===== src/rtl/ag_tcu_pe_router_pkg.sv =====
// Shared types for the tensor-unit PE router: engine ids, format-to-engine mapping, select width.
// Latency: n/a (types and pure functions only).
// Backpressure: n/a.
package ag_tcu_pe_router_pkg;

    typedef enum logic [2:0] {
        PE_FP  = 3'd0,
        PE_INT = 3'd1,
        PE_MIX = 3'd2
    } ag_tcu_pe_e;

    localparam int AG_TCU_PE_COUNT = 3;

    typedef enum logic [1:0] {
        FMT_FP16 = 2'd0,
        FMT_FP32 = 2'd1,
        FMT_INT8 = 2'd2,
        FMT_MIX  = 2'd3
    } ag_tcu_fmt_e;

    // Dispatch uses this to drive in_sel from the instruction's operand format.
    function automatic ag_tcu_pe_e fmt_to_pe(input ag_tcu_fmt_e fmt_s);
        case (fmt_s)
            FMT_FP16, FMT_FP32: return PE_FP;
            FMT_INT8:           return PE_INT;
            default:            return PE_MIX;
        endcase
    endfunction

    // Select width never drops below one bit, even for a single engine.
    function automatic int sel_width(input int n);
        return (n > 1) ? $clog2(n) : 1;
    endfunction

endpackage


===== src/rtl/ag_tcu_order_fifo.sv =====
// Order-tag FIFO: remembers which PE each accepted request went to, oldest first.
// Latency: push visible at head the cycle after; head is a combinational read of the oldest entry.
// Backpressure: caller must not push when full nor pop when empty; simultaneous push/pop allowed.
// Ports: clk, reset (sync, active-high), push/push_dat, pop, head, full, empty.
module ag_tcu_order_fifo #(
    parameter int DEPTH = 8,
    parameter int W     = 1
) (
    input  logic         clk,
    input  logic         reset,
    input  logic         push,
    input  logic [W-1:0] push_dat,
    input  logic         pop,
    output logic [W-1:0] head,
    output logic         full,
    output logic         empty
);
    localparam int AW = $clog2(DEPTH);

    // One extra pointer bit: equal low bits with differing MSB means full.
    logic [AW:0]  wr_ptr;
    logic [AW:0]  rd_ptr;
    logic [W-1:0] mem [DEPTH];

    assign empty = (wr_ptr == rd_ptr);
    assign full  = (wr_ptr[AW] != rd_ptr[AW]) && (wr_ptr[AW-1:0] == rd_ptr[AW-1:0]);
    assign head  = mem[rd_ptr[AW-1:0]];

    always_ff @(posedge clk) begin
        if (reset) begin
            wr_ptr <= '0;
            rd_ptr <= '0;
        end else begin
            if (push) wr_ptr <= wr_ptr + (AW+1)'(1);
            if (pop)  rd_ptr <= rd_ptr + (AW+1)'(1);
        end
    end

    always_ff @(posedge clk) begin
        if (push) mem[wr_ptr[AW-1:0]] <= push_dat;
    end

endmodule


===== src/rtl/ag_tcu_pe_router.sv =====
// Fans one execute stream out to PE_COUNT engines and returns their responses strictly in issue order.
// Latency: request path combinational; response path 1 cycle (OUT_REG=1) or 0 cycles (OUT_REG=0).
// Backpressure: in_ready drops on full order FIFO, exhausted PE credit or PE not ready; only the head PE is popped.
// Ports: in_* request stream, pe_req_* shared request bus with one-hot valid, pe_rsp_* per-PE responses,
//        out_* ordered response stream with producing PE, busy, sticky err_sel for out-of-range selects.
module ag_tcu_pe_router
    import ag_tcu_pe_router_pkg::*;
#(
    parameter int PE_COUNT    = 2,
    parameter int REQ_W       = 64,
    parameter int RSP_W       = 64,
    parameter int ORDER_DEPTH = 8,
    parameter int MAX_OUT     = 4,
    parameter int OUT_REG     = 1,
    localparam int SEL_W      = sel_width(PE_COUNT)
) (
    input  logic                      clk,
    input  logic                      reset,
    input  logic                      in_valid,
    input  logic [SEL_W-1:0]          in_sel,
    input  logic [REQ_W-1:0]          in_data,
    output logic                      in_ready,
    output logic [PE_COUNT-1:0]       pe_req_valid,
    output logic [REQ_W-1:0]          pe_req_data,
    input  logic [PE_COUNT-1:0]       pe_req_ready,
    input  logic [PE_COUNT-1:0]       pe_rsp_valid,
    input  logic [PE_COUNT*RSP_W-1:0] pe_rsp_data,
    output logic [PE_COUNT-1:0]       pe_rsp_ready,
    output logic                      out_valid,
    output logic [RSP_W-1:0]          out_data,
    output logic [SEL_W-1:0]          out_pe,
    input  logic                      out_ready,
    output logic                      busy,
    output logic                      err_sel
);
    localparam int CW = $clog2(MAX_OUT + 1);

    logic [CW-1:0]       credit [PE_COUNT];
    logic                fifo_full;
    logic                fifo_empty;
    logic [SEL_W-1:0]    head;
    logic [PE_COUNT-1:0] sel_hit;
    logic [PE_COUNT-1:0] cred_ok;
    logic [PE_COUNT-1:0] head_hit;
    logic [PE_COUNT-1:0] has_credit;
    logic [RSP_W-1:0]    head_dat;
    logic                sel_legal;
    logic                accept;
    logic                retire;
    logic                stage_free;
    logic                reg_full;

    // Decode by loop rather than comparing in_sel against PE_COUNT, so
    // out-of-range selects simply match nothing.
    always_comb begin
        sel_hit    = '0;
        cred_ok    = '0;
        head_hit   = '0;
        has_credit = '0;
        head_dat   = '0;
        for (int i = 0; i < PE_COUNT; i++) begin
            sel_hit[i]    = (in_sel == SEL_W'(i));
            cred_ok[i]    = (credit[i] < CW'(MAX_OUT));
            has_credit[i] = (credit[i] != '0);
            head_hit[i]   = !fifo_empty && (head == SEL_W'(i));
            if (head_hit[i]) head_dat = pe_rsp_data[i*RSP_W +: RSP_W];
        end
    end

    assign sel_legal = |sel_hit;

    // Illegal selects are swallowed (ready=1) so the stream never deadlocks on them.
    assign in_ready     = !sel_legal || (!fifo_full && |(sel_hit & cred_ok & pe_req_ready));
    // Valid is formed without the target's own ready to avoid a combinational loop through the PE.
    assign pe_req_valid = (in_valid && !fifo_full && !reset) ? (sel_hit & cred_ok) : '0;
    assign pe_req_data  = in_data;
    assign accept       = in_valid && in_ready && sel_legal;

    assign pe_rsp_ready = (stage_free && !reset) ? head_hit : '0;
    assign retire       = |(pe_rsp_valid & pe_rsp_ready);

    ag_tcu_order_fifo #(
        .DEPTH (ORDER_DEPTH),
        .W     (SEL_W)
    ) u_order_fifo (
        .clk      (clk),
        .reset    (reset),
        .push     (accept),
        .push_dat (in_sel),
        .pop      (retire),
        .head     (head),
        .full     (fifo_full),
        .empty    (fifo_empty)
    );

    // Same-PE accept and retire in one cycle cancel out.
    always_ff @(posedge clk) begin
        if (reset) begin
            for (int i = 0; i < PE_COUNT; i++) credit[i] <= '0;
        end else begin
            for (int i = 0; i < PE_COUNT; i++) begin
                case ({accept && sel_hit[i], retire && head_hit[i]})
                    2'b10:   credit[i] <= credit[i] + CW'(1);
                    2'b01:   credit[i] <= credit[i] - CW'(1);
                    default: credit[i] <= credit[i];
                endcase
            end
        end
    end

    always_ff @(posedge clk) begin
        if (reset)                        err_sel <= 1'b0;
        else if (in_valid && !sel_legal)  err_sel <= 1'b1;
    end

    generate
        if (OUT_REG != 0) begin : g_reg
            logic             out_vld_q;
            logic [RSP_W-1:0] out_dat_q;
            logic [SEL_W-1:0] out_pe_q;

            // Loads whenever the slot is empty or draining, giving one response per cycle.
            assign stage_free = !out_vld_q || out_ready;
            assign reg_full   = out_vld_q;

            always_ff @(posedge clk) begin
                if (reset)           out_vld_q <= 1'b0;
                else if (stage_free) out_vld_q <= retire;
            end

            // Payload only moves on a retire, so it holds steady through a stall.
            always_ff @(posedge clk) begin
                if (stage_free && retire) begin
                    out_dat_q <= head_dat;
                    out_pe_q  <= head;
                end
            end

            assign out_valid = out_vld_q && !reset;
            assign out_data  = out_dat_q;
            assign out_pe    = out_pe_q;
        end else begin : g_comb
            logic head_vld;

            assign head_vld   = |(head_hit & pe_rsp_valid);
            assign stage_free = out_ready;
            assign reg_full   = 1'b0;
            assign out_valid  = head_vld && !reset;
            assign out_data   = head_dat;
            assign out_pe     = head;
        end
    endgenerate

    assign busy = !fifo_empty || reg_full;

    // A PE answering with no tag outstanding would be held forever.
    a_rsp_without_tag: assert property (@(posedge clk) disable iff (reset)
        (pe_rsp_valid & ~has_credit) == '0);

endmodule

===== config.mk =====
export PLATFORM = sky130hd
export DESIGN_NAME = ag_tcu_pe_router
export DESIGN_NICKNAME = d
export VERILOG_FILES = /design/src/rtl/ag_tcu_pe_router_pkg.sv /design/src/rtl/ag_tcu_order_fifo.sv /design/src/rtl/ag_tcu_pe_router.sv
export SDC_FILE = /design/constraint.sdc
export NUM_CORES = 1
export LEC_CHECK = 0
export ABC_AREA = 1
export ABC_CLOCK_PERIOD_IN_PS = 8300
export BUFFER_PORTS_ARGS = -buffer_cell sky130_fd_sc_hd__buf_2
export CAP_MARGIN = 0
export CORE_AREA = 2 2 130 132
export DETAILED_ROUTE_END_ITERATION = 8
export DIE_AREA = 0 0 132 134
export MAX_ROUTING_LAYER = met4
export PLACE_DENSITY = 0.69
export SLEW_MARGIN = 20
export SYNTH_ARGS = -nofsm -noshare
export SYNTH_HDL_FRONTEND = slang
export SYNTH_SLANG_ARGS = --single-unit

===== constraint.sdc =====
create_clock -name clk -period 8.3 [get_ports clk]
set_input_delay 0 -clock clk [delete_from_list [all_inputs] [get_ports clk]]
set_output_delay 0 -clock clk [all_outputs]
set_load 0.005 [all_outputs]

==> results of run 1 <==
-- sequential cells by signal (all words and copies together), names as in the netlist, named ones only --
signal               count
out_pe                   1
u_order_fifo.mem         8
g_reg.out_vld_q          1
credit                   6
u_order_fifo.rd_ptr      4
out_data                64
u_order_fifo.wr_ptr      4
-- worst max-delay path by stage --
stage	endpoint	depth (start not counted)	slack (ns)	startpoint
6_report	credit[0][2]	12	5.19	u_order_fifo.wr_ptr[0]
5_1_grt	credit[0][2]	12	4.81	u_order_fifo.wr_ptr[0]
4_1_cts	credit[0][2]	12	5.11	u_order_fifo.wr_ptr[0]
3_5_place_dp	credit[0][2]	12	5.12	u_order_fifo.wr_ptr[0]
3_3_place_gp	credit[0][2]	12	5.25	u_order_fifo.wr_ptr[0]
2_1_floorplan	out_data[0]	5	5.60	u_order_fifo.wr_ptr[0]
-- Yosys cell counts, drive strengths merged --
master / number
conb: 1
o21ai: 6
ha: 8
o32ai: 1
nand4: 2
dfxtp: 12
nand3: 143
inv: 36
clkbuf: 6
nand3b: 1
or2: 1
xor2: 6
o21bai: 1
a21o: 1
xnor2: 3
fa: 1
buf: 92
a22o: 1
nor3: 4
nor2: 34
a21oi: 6
nand2: 101
edfxtp: 79
-- timing repair --
action	4_1_cts	5_1_grt
setup buffers	0	0
hold endpoints to repair	66	0
hold buffers	129	0
-- kinds of logic (layout without fill, tap and decap cells) --
group                      after synthesis  in the layout  share of synthesized area, %
AOI/OAI and AO/OA                       16             16                          1.85
xor gates and xnor gates                 9              9                          1.57
adders and majority gates                9              9                          2.39
buffers and inverters                  134            392                          15.9
DFF                                     91             91                          52.1
other                                    1              1                        0.0748
and+or+nand+nor                        286            286                          26.2
-- per-layer routing --
| layer | vias up | track usage [%] | share of wire, % |
|---|---|---|---|
| met4 | 0 | 11.3 | 5.5 |
| li1 | 2282 | - | - |
| met3 | 73 | 5.25 | 8.7 |
| met2 | 209 | 27.9 | 48 |
| met5 | - | - | 0 |
| met1 | 2167 | 17.2 | 38 |
-- worst register-to-register path: cells and delay by family (launching register included) --
kind	cells	cell delay (ns)
fa+ha+maj	2	0.58
buf+inv	2	0.20
simple gates	5	1.19
xor+xnor	3	0.48
flops	1	0.43
-- power groups by stage --
stage | clock [mW] | sequential [mW] | combinational (mW)
6_report | 0.391 | 0.827 | 1.68
5_1_grt | 0.419 | 0.841 | 1.88
4_1_cts | 0.403 | 0.827 | 1.68
3_5_place_dp | 0 | 0.836 | 1.24
3_3_place_gp | 0 | 0.831 | 1.21
2_1_floorplan | 0 | 0.854 | 0.911
-- final cells by class --
type,instances,share of cell area (%)
sequential,91,35.9
timing repair buffer,340,32.3
multi-input combinational,321,22.2
tap,220,3.78
clock buffer,9,3.09
inverter,36,1.86
clock inverter,7,0.808
-- metrics by stage --
stage / util (%) / hold WS, ns
global placement: 35.0 / 0.0000346
CTS: 44.7 / 0.0000346
finish: 44.7 / 0.00000228
floorplan: - / 0.0365
global route: 44.7 / 0.00000795
detailed placement: 35.0 / 0.0000346
==> results.toml, run 1 <==
[placed_design]
gp_congestion = 0.839
hpwl_mm = 9.61
place_ws_ns = 5.12
dp.cells = 879
port_buffers = 208
dpl_cell_area_mm2 = 0.00570

[logic_synthesis]
syn_area_per_cell_um2 = 9.19
synth_warnings = 0
synth_top_area_share_pct = 47.3
synth_cell_types = 33
seq_area_frac_synth_pct = 52.1
syn_inst = 546
synth_largest_area_cell = "edfxtp_1"
ys_ff_latch = 91
syn_area_mm2 = 0.00502
synth_fp_nets = 756
synthTopCellsByArea = "edfxtp_1, nand3_1, buf_4"

[grt]
grt_antenna_before_repair = 0
grt_max_degree = 74
gr-total-overflow = 0
grt_usage_pct = 16.8
grt_pass1_wl_mm = 22.8
grt_pass1_vias = 4634

[setup_path]
slowest_stage = "nand2_4"
rr_worst_depth = 12
crit_type = "flip-flop to flip-flop"
path_buf_inv = 2
worstSetupEndpointType = "flip-flop"
crit_arrival_ns = 3.22
worstPathCellList = "xor2_1 > nor2_2 > nand2_4 > nand4_2 > inv_1 > ha_1 > nand2_1 > fa_1 > xnor2_1 > xnor2_1 > inv_1 > nor2_1"
slowest_delay_ns = 0.53
start_kind = "flip-flop"
cp_top_family = "simple AND/OR/NAND/NOR gates"
worstPathRequired_ns = 8.40
r2r_start = "u_order_fifo.wr_ptr[0]"
r2r_slack_ns = 5.19
worstPathMaxFanout = 73
worstReg2RegEnd = "credit[0][2]"

[clock_network]
clockRootBuffer = "clkbuf_16"
numCtsBuffers = 9
clkTransAtPathRegs_ns = 0.07
clock_latency_ns = 0.35
clock_path_buffers = 2
cts_resized = 0
htree_levels = 3
cts_tree = "yes"
cts.sinks = 91

[die]
die_area_mm2 = 0.0177
die_x_um = 132
io_pins = 338
fp-row-count = 47
initial_core_util_pct = 30.8
die_height_um = 134
core_mm2 = 0.0163

[worst_hold_path]
worstHoldPathCells = 0
hold_class = "input port to output port"
worstHoldEndpoint = "pe_req_data[12]"
min-delay-start = "in_data[12]"

[timing]
drv_slew = 0
skew_ns = 0.0102
setup_viol = 0
post-route-period-util_pct = 37.5
tns_ns = 0
rsz0062_at_grt = "false"
finalWorstSetupSlack_ns = 5.19
max_slew_margin_pct = 40.8
fin_crit_ns = 3.11
fmax_ghz = 0.321
hold_violations = 0
worst_pin_slew_ns = 0.888

[cells_and_area]
multi_input_area_mm2 = 0.00162
fin_area_mm2 = 0.00728
area_growth_pct = 45.1
layout_common_cells = "buf_2, nand3_1, dlygate4sd3_1"
final_common_cell = "buf_2"
stdcell_count = 1024
fin_nets = 1009
antenna_cells = 0
final-seq-area_mm2 = 0.00261
fill_cells = 1512
drive_gt1_share_pct = 29.9

[power]
fin_total_pwr_mw = 2.90
clkPwrFrac_pct = 13.5
p_per_area_mw_per_mm2 = 398
comb_power_share_pct = 58.0
p_leak_nw = 3.51
switchingPower_mw = 1.18
intPower_mw = 1.72
irDropWorstVdd_uv = 328
p_seq_share_pct = 28.5
p_sw_share_pct = 40.5

[run]
maxCapViolations = 0

[routing]
drtIter0Drc = 187
ant_nets = 0
drt_first_pass_iters = 5
drc = 0
num_vias = 4731
drt_wl_total_mm = 14.9
vias_per_cell = 4.62
routedWlPerCell_um = 14.6

[run_status]
status = "finished clean"
No activity file was read; power rests on OpenSTA's default activity.
==> run 2: changes to the inputs <==
- ABC_AREA: 1 -> 0
- ABC_CLOCK_PERIOD_IN_PS: 8300 -> 3000
- CORE_AREA: 2 2 130 132 -> 2 2 132 134
- DIE_AREA: 0 0 132 134 -> 0 0 134 136
- PLACE_DENSITY: 0.69 -> 0.65
- clock period: 8.3 -> 3 ns (I/O delays scaled with it)
==> run 2 against run 1 <==
Total power up 8.2%. Fmax up 9.8%. Synthesized area down 8.0%. Worst hold slack about the same. Utilization down 3.6 points. Wire length up 6.0%. Cell area down 4.8%. Worst setup slack worse by 5.0 ns. Die area up 3.0%. Final cell count down 17%. Flip-flop and latch count unchanged.
==> results.toml, run 2 <==
[run_status]
status = "finished clean"

[grt]
grt_most_used_layer = "met2"
grt_usage_pct = 17.0
grt_antenna_before_repair = 3
grt_pass1_wl_mm = 22.4
grt_pass1_vias = 3965
grt.met3_usage_pct = 5.74
grtUsageMet1_pct = 15.4
gr-total-overflow = 0
grt_max_degree = 66
globalRouteMet2Util_pct = 31.0

[timing]
drv_slew = 0
fmax_ghz = 0.352
post-route-period-util_pct = 94.6
worst_pin_slew_ns = 0.714
skew_ns = 0.0108
tns_ns = 0
max_slew_margin_pct = 52.4
rsz0062_at_grt = "false"
fin_crit_ns = 2.84
hold_violations = 0
whs_ns = 0.00000202
setup_viol = 0

[power]
irDropWorstVdd_uv = 272
comb_power_share_pct = 17.8
switchingPower_mw = 0.741
p_seq_share_pct = 46.1
p_leak_nw = 3.12
p_sw_share_pct = 23.6
p_per_area_mw_per_mm2 = 453
clkPwrFrac_pct = 36.1
intPower_mw = 2.40
fin_total_pwr_mw = 3.14

[placed_design]
gp_congestion = 0.824
hpwl_mm = 10.9
port_buffers = 208

[clock_network]
clock_latency_ns = 0.34
cts.sinks = 91
clock_path_buffers = 2
cts_tree = "yes"
clkTransAtPathRegs_ns = 0.06
postCtsSetupBuffers = 0
numCtsBuffers = 9
htree_levels = 3
clockRootBuffer = "clkbuf_16"

[cells_and_area]
final-seq-area_mm2 = 0.00261
final_util_pct = 41.1
multi_input_area_mm2 = 0.00132
fill_cells = 1551
area_growth_pct = 50.2
largest_register_ffs = 64
fin_nets = 828
final_common_cell = "buf_2"
layout_common_cells = "buf_2, dlygate4sd3_1, edfxtp_1"
drive_gt1_share_pct = 38.8

[logic_synthesis]
syn_area_per_cell_um2 = 13.2
synth_top_area_share_pct = 51.4
synth_fp_nets = 559
synth_cell_types = 46
yosysMostFrequentCell = "edfxtp_1"
synth_warnings = 0
syn_area_mm2 = 0.00462
synth_largest_area_cell = "edfxtp_1"
synthTopCellsByArea = "edfxtp_1, a22o_1, buf_4"
ys.flop_type = "edfxtp_1"
async_flop_share_pct = 0
syn_inst = 349
ys_ff_latch = 91
synth_common_cells = "edfxtp_1, buf_4, a22o_1"
seq_area_frac_synth_pct = 56.6
synth_enable_flop_cells = 79

[die]
die_height_um = 136
io_pins = 338
die_area_mm2 = 0.0182
initial_core_util_pct = 27.4
core_mm2 = 0.0169
fp-row-count = 48
die_x_um = 134

[setup_path]
worstPathRequired_ns = 3.20
crit_type = "flip-flop to flip-flop"
worstSetupEndpointType = "flip-flop"
worstPathMaxFanout = 65
start_kind = "flip-flop"
crit_arrival_ns = 3.04

[routing]
routedWlPerCell_um = 18.6
drt_wl_total_mm = 15.8
num_vias = 3950
drt_first_pass_iters = 6
vias_per_cell = 4.65
drtIter0Drc = 232
ant_nets = 0
drc = 0

[run]
maxCapViolations = 0

[worst_hold_path]
hold_class = "input port to output port"
## run 2: cell count changes after synthesis, sizes merged, moves of 5 or more
| cell | before | now |
|---|---|---|
| buf | 92 | 81 |
| nand2 | 101 | 8 |
| inv | 36 | 13 |
| mux2i | 0 | 6 |
| nand3 | 143 | 1 |
| a22o | 1 | 64 |
| nor2 | 34 | 17 |
| xnor2 | 3 | 9 |
| nor4b | 0 | 5 |
## run 2: per-layer routing
| metal | wire length, µm | vias up |
|---|---|---|
| met5 | 0 | - |
| met4 | 690 | 0 |
| met3 | 1460 | 73 |
| met2 | 8570 | 200 |
| met1 | 5090 | 1895 |
| li1 | - | 1782 |
## run 2: power by group through the flow
stage / Combinational, mW / Sequential [mW] / Clock (mW)
after floorplan: 0.285 / 1.47 / 0
after global placement: 0.363 / 1.47 / 0
after detailed placement: 0.372 / 1.47 / 0
after CTS: 0.546 / 1.45 / 1.16
after global routing: 0.604 / 1.45 / 1.21
final: 0.558 / 1.45 / 1.13
## run 2: timing repair
item | CTS | global route
hold endpoints to repair | 64 | 0
setup endpoints to repair | 0 | 0
gates resized for setup | 0 | 0
hold buffers | 125 | 0
## run 2: critical path, cell delays in order, from the launching register on
cell and delay, ns:
dfxtp_1 0.43, mux2i_1 0.11, mux4_2 0.59, nor2_4 0.15, buf_4 0.54, a22o_1 0.24
dlygate4sd3_1 0.56
## run 2: area by class of cell
type	instances	share of cell area (%)
Antenna cell	1	0.0361
Clock buffer	12	3.86
Clock inverter	4	0.415
Inverter	13	0.758
Multi-Input combinational cell	162	19.1
Sequential cell	91	37.7
Tap cell	225	4.06
Timing Repair Buffer	341	34.1
## run 2: cells by family after synthesis
kind of cell    synth area share, %
compound gates                 14.6
buf+inv                        14.9
fa+ha+maj                      2.60
xor+xnor                       2.85
flops                          56.6
mux                            2.06
simple gates                   6.32
other cells                  0.0812
## run 2: worst paths after layout
kind / from / endpoint / slack (ns) / cells after the start
setup / recovery: flip-flop / out_data[9] / 0.16 / 6
hold / removal: in_data[38] / pe_req_data[38] / 0.000002 / 0
setup reg to reg: flip-flop / out_data[9] / 0.16 / 6
hold reg to reg: g_reg.out_vld_q / g_reg.out_vld_q / 0.52 / 2
## run 2: per-stage QoR
stage / cells / cell area, µm² / worst slack (ns)
2_1_floorplan: 349 / 4620 / 0.203
3_5_place_dp: 707 / 5380 / 0.291
6_report: 849 / 6930 / 0.163
3_3_place_gp: 707 / 5380 / 0.408
4_1_cts: 848 / 6930 / 0.184
5_1_grt: 849 / 6930 / 0.0491
==> run 3: changes to the inputs <==
- ABC_CLOCK_PERIOD_IN_PS: 3000 -> 2800
- PLACE_DENSITY: 0.65 -> not set
- PLACE_DENSITY_LB_ADDON: not set -> 0.25
- clock period: 3 -> 2.8 ns (I/O delays scaled with it)
==> run 3 against run 2 <==
Final cell count grew 0.47%. Flip-flop and latch count unchanged. Fmax grew 6.1%. Utilization rose by 0.43 points. Critical path depth unchanged. Via count decreased by 2.9%. Sequential power up 7%. Sequential share of layout area down 0.39 points. First-iteration DRC count fell by 21%. Clock-buffer cell count decreased by 3. Critical path type unchanged. Critical endpoint is now out_data[57].
==> results.toml, run 3 (same netlist as run 2, synthesis figures left out) <==
[setup_path]
start_kind = "flip-flop"
r2r_start = "u_order_fifo.wr_ptr[1]"
crit_arrival_ns = 2.76
worstPathRequired_ns = 2.89
crit_type = "flip-flop to flip-flop"
worstPathMaxFanout = 65
worstReg2RegEnd = "out_data[57]"
worstSetupEndpointType = "flip-flop"
rr_worst_depth = 6
r2r_slack_ns = 0.12

[clock_network]
htree_levels = 3
clockRootBuffer = "clkbuf_16"
clock_latency_ns = 0.35
cts.sinks = 91
clkTransAtPathRegs_ns = 0.07
clock_path_buffers = 2
cts_tree = "yes"
numCtsBuffers = 9

[power]
p_sw_share_pct = 23.3
irDropWorstVdd_uv = 286
p_leak_nw = 3.07
fin_total_pwr_mw = 3.46
comb_power_share_pct = 16.8
switchingPower_mw = 0.805
intPower_mw = 2.65
p_per_area_mw_per_mm2 = 494
p_seq_share_pct = 44.7
clkPwrFrac_pct = 38.5

[timing]
post-route-period-util_pct = 95.5
rsz0062_at_grt = "false"
max_slew_margin_pct = 54.8
setup_viol = 0
hold_violations = 0
skew_ns = 0.0110
tns_ns = 0
fmax_ghz = 0.374
fin_crit_ns = 2.68
drv_slew = 0
worst_pin_slew_ns = 0.677

[cells_and_area]
layout_common_cells = "buf_2, dlygate4sd3_1, edfxtp_1"
final_common_cell = "buf_2"
antenna_cells = 0
multi_input_area_mm2 = 0.00133
drive_gt1_share_pct = 38.9
fill_cells = 1604
fin_nets = 833
final_util_pct = 41.5
final-seq-area_mm2 = 0.00261
largest_register_ffs = 64
area_growth_pct = 51.8

[die]
io_pins = 338
fp-row-count = 48
die_area_mm2 = 0.0182
initial_core_util_pct = 27.4
die_height_um = 136
core_mm2 = 0.0169
die_x_um = 134

[placed_design]
hpwl_mm = 10.3
gp_congestion = 0.788
port_buffers = 208

[grt]
gr-total-overflow = 0
grt_max_degree = 66
grt_antenna_before_repair = 0
grt_usage_pct = 16.1
grt_pass1_wl_mm = 21.6
grt_pass1_vias = 3930

[routing]
wl_met3_mm = 1.18
vias_per_cell = 4.50
drtIter0Drc = 183
top_layer = "met4"
num_vias = 3836
drt_wl_total_mm = 15.1
drt_first_pass_iters = 4
routedWlPerCell_um = 17.7
wl_met1_mm = 5.51
routed-wl-met2_mm = 8.01
drc = 0
ant_nets = 0

[worst_hold_path]
worstHoldPathCells = 0
min-delay-start = "in_data[30]"
hold_class = "input port to output port"
worstHoldEndpoint = "pe_req_data[30]"

[run_status]
status = "finished clean"

[run]
maxCapViolations = 0
[run 3: cell types whose count changed in the layout (fill, tap and decap cells not counted), moves of 2 or more]
cell | previous run | this run
inv_4 | 2 | 0
inv_6 | 0 | 2
dlygate4sd3_1 | 125 | 128
clkinv_4 | 0 | 2
bufinv_16 | 0 | 2
[run 3: final cells by class]
type                       count  area share, %
clock inverter                 7           1.41
clock buffer                   9           3.21
inverter                      13          0.750
tap                          225           4.02
multi-input combinational    163           19.0
timing repair buffer         345           34.3
sequential                    91           37.3
[run 3: worst max path at each step]
stage,from,slack [ns],to
6_report,u_order_fifo.wr_ptr[1],0.12,out_data[57]
3_3_place_gp,flip-flop,0.25,credit[0][2]
2_1_floorplan,flip-flop,0.003,out_data[0]
4_1_cts,flip-flop,0.02,out_data[9]
5_1_grt,u_order_fifo.wr_ptr[1],0.02,out_data[3]
3_5_place_dp,flip-flop,0.15,credit[0][2]
[run 3: per-stage QoR]
stage | setup slack [ns] | instance area [µm²] | cells | hold WS (ns)
2_1_floorplan | 0.00321 | 4620 | 349 | 0.0302
3_3_place_gp | 0.250 | 5380 | 707 | 0.0000346
3_5_place_dp | 0.151 | 5380 | 707 | 0.0000346
4_1_cts | 0.0249 | 6990 | 851 | 0.0000346
5_1_grt | 0.0237 | 7010 | 853 | 0.00000799
6_report | 0.125 | 7010 | 853 | 0.00000200
[run 3: power by group through the flow]
| stage | sequential (mW) | clock, mW | combinational (mW) |
|---|---|---|---|
| 2_1_floorplan | 1.58 | 0 | 0.306 |
| 3_3_place_gp | 1.58 | 0 | 0.398 |
| 3_5_place_dp | 1.58 | 0 | 0.407 |
| 4_1_cts | 1.55 | 1.37 | 0.572 |
| 5_1_grt | 1.55 | 1.42 | 0.631 |
| 6_report | 1.55 | 1.33 | 0.581 |
[run 3: repair_timing]
action / in CTS / in global routing
setup buffers: 0 / 1
gates resized for setup: 0 / 1
setup endpoints to repair: 0 / 30
hold buffers: 128 / 0
endpoints found under the hold margin: 66 / 0
[run 3: critical path: stages (launching register included)]
cell	delay [ns]
dfxtp_1	0.57
xnor2_1	0.18
and4_1	0.50
nor2_4	0.05
buf_6	0.23
a22o_1	0.26
dlygate4sd3_1	0.55
[run 3: metal layers]
metal	track usage, %	vias to the layer above
met5	-	-
li1	-	1794
met2	29.7	193
met4	6.44	0
met3	4.92	46
met1	15.8	1803
